$ cat src/rtl/mac_accumulator_stage.sv
// -----------------------------------------------------------------------------
// mac_accumulator_stage
//
// Purpose:
//   Consumes the product stream of a pipelined multiplier and adds fixed-size
//   groups of LEN products into dot-product results. Each finished group sum is
//   presented through a one-entry valid/ready output register. The stage also
//   detects when a group sum wraps past ACC_WIDTH bits. It keeps a sticky flag
//   for products that were dropped because the upstream multiplier cannot stall.
//
// Parameters:
//   WIDTH      multiplier operand width; products are 2*WIDTH bits
//   LEN        products per group (>= 1)
//   ACC_WIDTH  accumulator / result width (>= 2*WIDTH)
//
// Ports:
//   clk           rising-edge clock
//   rst           synchronous active-high reset, overrides every other input
//   in_valid      a product is present on in_product this cycle
//   in_product    unsigned product from the multiplier
//   in_ready      stage can accept a product (combinational)
//   clr           synchronous abort of the partial group
//   out_valid     result register holds a result
//   out_ready     downstream accepts the result
//   out_sum       group sum (modulo 2^ACC_WIDTH)
//   out_overflow  group sum wrapped past ACC_WIDTH bits
//   err_drop      sticky: a product arrived while in_ready was low
// -----------------------------------------------------------------------------
module mac_accumulator_stage #(
  parameter int WIDTH     = 8,
  parameter int LEN       = 4,
  parameter int ACC_WIDTH = 2 * WIDTH + $clog2(LEN)
) (
  input  logic                   clk,
  input  logic                   rst,
  input  logic                   in_valid,
  input  logic [2*WIDTH-1:0]     in_product,
  output logic                   in_ready,
  input  logic                   clr,
  output logic                   out_valid,
  input  logic                   out_ready,
  output logic [ACC_WIDTH-1:0]   out_sum,
  output logic                   out_overflow,
  output logic                   err_drop
);

  localparam int PW = 2 * WIDTH;
  // A LEN of 1 still needs a one-bit counter so the vectors stay legal.
  localparam int CNT_W = (LEN > 1) ? $clog2(LEN) : 1;
  localparam logic [CNT_W-1:0] LAST_CNT = CNT_W'(LEN - 1);

  // Group FSM encoding
  localparam logic [0:0] IDLE = 1'b0;
  localparam logic [0:0] ACC  = 1'b1;

  // Registered state
  logic [0:0]           state_r;
  logic [ACC_WIDTH-1:0] acc_r;
  logic [CNT_W-1:0]     cnt_r;
  logic                 ovf_r;
  logic                 out_valid_r;
  logic [ACC_WIDTH-1:0] out_sum_r;
  logic                 out_overflow_r;
  logic                 err_drop_r;

  // Combinational datapath
  logic                 in_ready_s;
  logic                 accept_s;
  logic [ACC_WIDTH-1:0] base_acc_s;
  logic [CNT_W-1:0]     base_cnt_s;
  logic                 base_ovf_s;
  logic [ACC_WIDTH:0]   sum_s;
  logic                 last_s;
  logic                 load_s;
  logic [ACC_WIDTH-1:0] acc_nxt_s;
  logic [CNT_W-1:0]     cnt_nxt_s;
  logic                 ovf_nxt_s;
  logic [0:0]           state_nxt_s;
  logic                 res_ovf_s;

  // A full result register blocks the input until downstream takes it.
  always_comb begin
    in_ready_s = !(out_valid_r && !out_ready);
    accept_s   = in_valid && in_ready_s;
  end

  // clr discards the old partial group. The product accepted on the same edge
  // then starts a new group, so the adder sees a zeroed base.
  always_comb begin
    if (clr) begin
      base_acc_s = {ACC_WIDTH{1'b0}};
      base_cnt_s = {CNT_W{1'b0}};
      base_ovf_s = 1'b0;
    end else begin
      base_acc_s = acc_r;
      base_cnt_s = cnt_r;
      base_ovf_s = ovf_r;
    end
  end

  // One extra adder bit captures the carry that marks a wrap.
  always_comb begin
    sum_s     = {1'b0, base_acc_s} + {{(ACC_WIDTH + 1 - PW){1'b0}}, in_product};
    last_s    = (base_cnt_s == LAST_CNT);
    res_ovf_s = base_ovf_s | sum_s[ACC_WIDTH];
  end

  // Accumulator and counter update. Completing a group resets them, so the next
  // product starts a new group with no bubble.
  always_comb begin
    acc_nxt_s = base_acc_s;
    cnt_nxt_s = base_cnt_s;
    ovf_nxt_s = base_ovf_s;
    load_s    = 1'b0;
    if (accept_s) begin
      if (last_s) begin
        acc_nxt_s = {ACC_WIDTH{1'b0}};
        cnt_nxt_s = {CNT_W{1'b0}};
        ovf_nxt_s = 1'b0;
        load_s    = 1'b1;
      end else begin
        acc_nxt_s = sum_s[ACC_WIDTH-1:0];
        cnt_nxt_s = base_cnt_s + CNT_W'(1);
        ovf_nxt_s = res_ovf_s;
      end
    end else begin
      acc_nxt_s = base_acc_s;
      cnt_nxt_s = base_cnt_s;
      ovf_nxt_s = base_ovf_s;
    end
  end

  // Group FSM: IDLE has no partial group, ACC holds one.
  always_comb begin
    state_nxt_s = state_r;
    case (state_r)
      IDLE: begin
        // With LEN=1 every product completes immediately, so IDLE is kept.
        if (accept_s && !last_s) begin
          state_nxt_s = ACC;
        end else begin
          state_nxt_s = IDLE;
        end
      end
      ACC: begin
        if (accept_s) begin
          state_nxt_s = last_s ? IDLE : ACC;
        end else if (clr) begin
          state_nxt_s = IDLE;
        end else begin
          state_nxt_s = ACC;
        end
      end
      default: begin
        state_nxt_s = IDLE;
      end
    endcase
  end

  // Group state registers
  always_ff @(posedge clk) begin
    if (rst) begin
      state_r <= IDLE;
      acc_r   <= {ACC_WIDTH{1'b0}};
      cnt_r   <= {CNT_W{1'b0}};
      ovf_r   <= 1'b0;
    end else begin
      state_r <= state_nxt_s;
      acc_r   <= acc_nxt_s;
      cnt_r   <= cnt_nxt_s;
      ovf_r   <= ovf_nxt_s;
    end
  end

  // One-entry result register. A push on the same edge as a pop wins, so
  // back-to-back groups keep out_valid high.
  always_ff @(posedge clk) begin
    if (rst) begin
      out_valid_r    <= 1'b0;
      out_sum_r      <= {ACC_WIDTH{1'b0}};
      out_overflow_r <= 1'b0;
    end else if (load_s) begin
      out_valid_r    <= 1'b1;
      out_sum_r      <= sum_s[ACC_WIDTH-1:0];
      out_overflow_r <= res_ovf_s;
    end else if (out_valid_r && out_ready) begin
      out_valid_r    <= 1'b0;
      out_sum_r      <= out_sum_r;
      out_overflow_r <= out_overflow_r;
    end else begin
      out_valid_r    <= out_valid_r;
      out_sum_r      <= out_sum_r;
      out_overflow_r <= out_overflow_r;
    end
  end

  // Sticky drop flag. The multiplier cannot stall, so a product offered while
  // the stage is blocked is lost.
  always_ff @(posedge clk) begin
    if (rst) begin
      err_drop_r <= 1'b0;
    end else if (in_valid && !in_ready_s) begin
      err_drop_r <= 1'b1;
    end else begin
      err_drop_r <= err_drop_r;
    end
  end

  assign in_ready     = in_ready_s;
  assign out_valid    = out_valid_r;
  assign out_sum      = out_sum_r;
  assign out_overflow = out_overflow_r;
  assign err_drop     = err_drop_r;

endmodule

$ cat config.mk
export PLATFORM = sky130hd
export DESIGN_NAME = mac_accumulator_stage
export DESIGN_NICKNAME = d
export VERILOG_FILES = /design/src/rtl/mac_accumulator_stage.sv
export SDC_FILE = /design/constraint.sdc
export NUM_CORES = 1
export LEC_CHECK = 0
export ABC_AREA = 1
export CAP_MARGIN = 25
export CORE_MARGIN = 2
export CORE_UTILIZATION = 48
export CTS_CLUSTER_SIZE = 30
export DETAILED_ROUTE_END_ITERATION = 8
export PLACE_DENSITY = 0.84
export SLEW_MARGIN = 20
export SYNTH_ARGS = -nofsm -noshare
export SYNTH_HDL_FRONTEND = slang
export SYNTH_SLANG_ARGS = --single-unit
$ cat constraint.sdc
create_clock -name clk -period 2.1 [get_ports clk]
set_input_delay 0.42 -clock clk [delete_from_list [all_inputs] [get_ports clk]]
set_output_delay 0.42 -clock clk [all_outputs]
set_load 0.05 [all_outputs]
* Word level (Yosys, flattened, before mapping)
Cells that the tools add are included.
** Word-level totals
- Logic and storage cells :: 31
- Input port bits :: 21
- Output and inout port bits :: 22
- Flip-flop bits (word level) :: 42
** Cells by class
- Reduce and logical (&&, ||, !) cells :: 7
- Bitwise operators :: 1
- Mux-type cells :: 13
- Add/sub/neg operators :: 2
- Eq/ne operators :: 1
** Operators with widths (count)
- 18-bit two-way mux :: 3
- 18-bit by 16-bit adder with 19-bit output :: 1
- 1-bit two-way mux :: 7
- 2-bit two-way mux :: 3
- 1-bit logical AND :: 4
- 2-bit by 1-bit adder with 2-bit output (second input constant) :: 1
- 2-bit equality test (second input constant) :: 1
- 1-bit logical NOT :: 2
- 2-bit nonzero test :: 1
- 1-bit OR :: 1

* Logic depth before layout (Yosys ltp)
- Depth after elaboration :: 6
- Depth in mapped cells :: 16
- Mapped depth without buffers :: 15

* Least setup slack after synthesis
No wires, ideal clock.
- Path kind :: input-to-reg
- Start :: input clr
- End :: register ovf_r
- Setup slack :: -0.097 ns
- Stages on the path :: 12
- Data required time :: 1.985 ns
- Arrival :: 2.082 ns
- Cells stage by stage :: buf_2 -> clkbuf_1 -> nor2_1 -> ha_1 -> a21o_1 -> nand2_1 -> nand2_1 -> a21oi_1 -> nand2_1 -> nand2_1 -> nand3_1 -> and2_1
** On the way
- Word-level cells in the longest chain between the ends :: 5
- Elaborated cells between the ends (all ways) :: 8
- Those cells by class :: add/sub: 1; eq/ne: 1; mux: 5; bitwise: 1
** RTL lines
- start: declaration :: RTL line 39 : input logic clr,
- 18-bit two-way mux :: RTL line 90 : if (clr) begin
- 18-bit by 16-bit adder with 19-bit output :: RTL line 103 : sum_s = {1'b0, base_acc_s} + {{(ACC_WIDTH + 1 - PW){1'b0}}, in_product};
- 1-bit OR :: RTL line 105 : res_ovf_s = base_ovf_s | sum_s[ACC_WIDTH];
- 1-bit two-way mux :: RTL line 116 : if (last_s) begin
- 1-bit two-way mux (*) :: RTL line 115 : if (accept_s) begin
- end signal: assignment :: RTL line 171 : ovf_r <= ovf_nxt_s;
- end: declaration :: RTL line 60 : logic ovf_r;
Every way passes the cells marked *; elsewhere a longest branch is shown, timed or not.
A chain may end at the register's enable or synchronous reset.

* Worst setup path in the final report
- Start :: register acc_r[0]
- End :: register acc_r[8]
** On the way
- Word-level cells in the longest chain between the ends :: 4
** RTL lines
- start: declaration :: RTL line 58 : logic [ACC_WIDTH-1:0] acc_r;
- start signal: assignment :: RTL line 164 : acc_r <= {ACC_WIDTH{1'b0}};
- start signal: assignment :: RTL line 169 : acc_r <= acc_nxt_s;
- 18-bit two-way mux :: RTL line 90
- 18-bit by 16-bit adder with 19-bit output :: RTL line 103
- 18-bit two-way mux :: RTL line 116
- 18-bit two-way mux :: RTL line 115
Every way passes these cells.

==> reports/qor.csv <==
metric,value,unit
n_diodes,0,
DRC,0,
Antenna Violating Nets Remaining,0,
Placed Cells,540,
Post-synth EDFFs,0,
main combinational cell family by area after synthesis,simple AND/OR/NAND/NOR gates,
Syn Std Cell Area,2600,um^2
"Clk Latency, worst-skew pair",300,ps
post-synthesis register bit count,42,
Synth Area in XOR/XNOR,2.69,%
Clock Sinks,42,
clock-pin slew on the worst setup and hold paths,80,ps
R2R Setup Slk,80,ps
I/O pin total,43,
most frequent cells in the layout,"115 x nand2_1, 53 x inv_1, 43 x buf_4",
Avg Inst Size Synth,6.67,um^2
Worst-Margin Slew,554,ps
final setup violation count,0,
final setup TNS,0,ps
Syn Nets,429,
pwr dens,507,nW/um^2
largest net degree at the start of global routing,20,
skew final,4.52,ps
Synth Area in Adders,8.94,%
initial antenna violation count,0,
first-pass GRT wire length,11800,um
LEAKAGE,1.75,nW
RSZ-0062 raised after global routing,yes,
"Hold Vio Cnt, Final",0,
total wire length,7230,um
Vias/cell,5.02,
GPL Wtd Cong,0.925,
Iteration-0 DRC Markers,172,
CP max FO,3,
Pre-antenna DRT Iters,6,
Critical Path AT,2250,ps
Synth Warn #,0,
share of cells above drive strength 1,18.2,%
Via Count,2753,
global route overflow,0,
final worst-path cycle share,96.3,%
Max Slew Vio Count,0,
critical path type,flip-flop to flip-flop,
Synth Flop Type,dfxtp_1,
Achievable Freq,0.494,GHz
Place WS,-497,ps
multiplexer area fraction after synthesis,0,%
I/O Buffers,42,
Final min period,2020,ps
cells on worst reg2reg path,11,
Starting Density,50.3,%
final net count,516,
Power Total,1.82,mW
complex-gate fraction of the synthesized area,12.2,%
CTS tree,built,
"commonest non-fill, non-tap cell in the layout",nand2_1,
clock tree root driver cell,clkbuf_8,
Die Y-Extent,77.6,um
Avg WL per Cell,13.2,um
hold path depth,2,
HPWL after DPL,5210,um
H-tree level count,2,
Worst Slack Setup Final,76.9,ps
status,"finished, final reports clean",
Final Non-Filler Cells,548,
sequential cell area fraction in the yosys report,32.3,%
Synth Instances,390,
WP data required,2330,ps
# rows,26,
ys async rst share,0,%
clk buf depth,2,
Post-Synth Simple-Gate Area,33.8,%
maxcap violations,0,
vias in the first global route,2719,
Area Overhead vs Synth,38.1,%
Peak VDD IR,0.295,mV
Rel. slew slack,63.0,%
setup repair bufs after CTS,0,
GRT Util Overall,24.2,%
die footprint,6030,um^2
worst hold path type,flip-flop to flip-flop,
cts hold-fix bufs,0,
startpoint types,flip-flop,
CORE AREA,5170,um^2
Die W,77.6,um
element type at the critical path end,flip-flop,
Cell variety after synth,33,
CTS buffer count,5,
[power breakdown]
group,leakage (nW),switching [mW],internal [mW]
sequential,0.342,0.00718,0.822
clock,0.0482,0.284,0.266
combinational,1.36,0.242,0.201
total,1.75,0.534,1.29
[worst paths after layout]
kind,to,startpoint
worst max register to register,acc_r[8],acc_r[0]
worst min-delay path,out_sum[13],out_sum[13]
worst min register to register,out_sum[13],out_sum[13]
worst max-delay path,acc_r[8],acc_r[0]
[through the flow]
| stage | hold WS [ps] | area (um^2) | utilization (%) |
|---|---|---|---|
| floorplan | 460 | 2610 | - |
| global placement | 437 | 3460 | 66.8 |
| detailed placement | 440 | 3460 | 66.8 |
| CTS | 455 | 3560 | 68.8 |
| global route | 479 | 3590 | 69.5 |
| finish | 451 | 3590 | 69.5 |
[registers in the layout, summed over array words and instances, names as in the netlist]
signal,count
out_sum,18
out_overflow,1
out_valid,1
cnt_r,2
acc_r,18
err_drop,1
ovf_r,1
[cell type report]
class | instances | area (um^2)
inverter | 57 | 214
timing repair buffer | 89 | 813
clock buffer | 7 | 86.3
clock inverter | 1 | 5.00
multi-input combinational | 282 | 1550
fill | 392 | 1580
tap | 70 | 87.6
sequential | 42 | 841
[what timing repair did]
| item | CTS | global route |
|---|---|---|
| resized for setup | 5 | 14 |
| endpoints found under the setup margin | 33 | 26 |
| pin swaps | 1 | 7 |
[critical path: stages (launching register included)]
cell,delay [ps]
dfxtp_1,320
inv_1,40
nor2_2,100
ha_2,210
inv_2,40
fa_2,410
o21ai_2,200
nand2_1,100
nand2_2,120
xor2_1,210
nand2_1,80
a21oi_1,130
[cell families after synthesis]
| logic type | after synthesis |
|---|---|
| flops | 42 |
| xor+xnor | 8 |
| simple gates | 201 |
| fa+ha+maj | 18 |
| buf+inv | 66 |
| compound gates | 55 |
[per-layer routing]
metal	up-vias	routed length (um)	global-route usage [%]
li1	1400	-	-
met4	0	182	10.5
met1	1260	3180	28.0
met2	76	3580	44.0
met5	-	0	0
met3	17	286	3.37
[cells in the mapped netlist, types with 2 or more instances]
library cell,number,area [um^2]
buf_2,5,25.0
nand2_1,117,439
nor2_1,36,135
clkbuf_1,2,7.51
nor2_4,2,22.5
a21oi_1,32,160
o21ai_0,9,45.0
nand2_2,4,25.0
inv_2,3,11.3
ha_1,17,213
nand3_1,26,130
dfxtp_1,42,841
xnor2_1,4,35.0
nand3b_1,4,30.0
inv_1,54,203
nor3_1,3,15.0
and2_1,4,25.0
a21oi_2,3,26.3
a22o_1,5,43.8
nand3_2,2,20.0
xor2_1,4,35.0
Power figures use the tool's default switching activity.
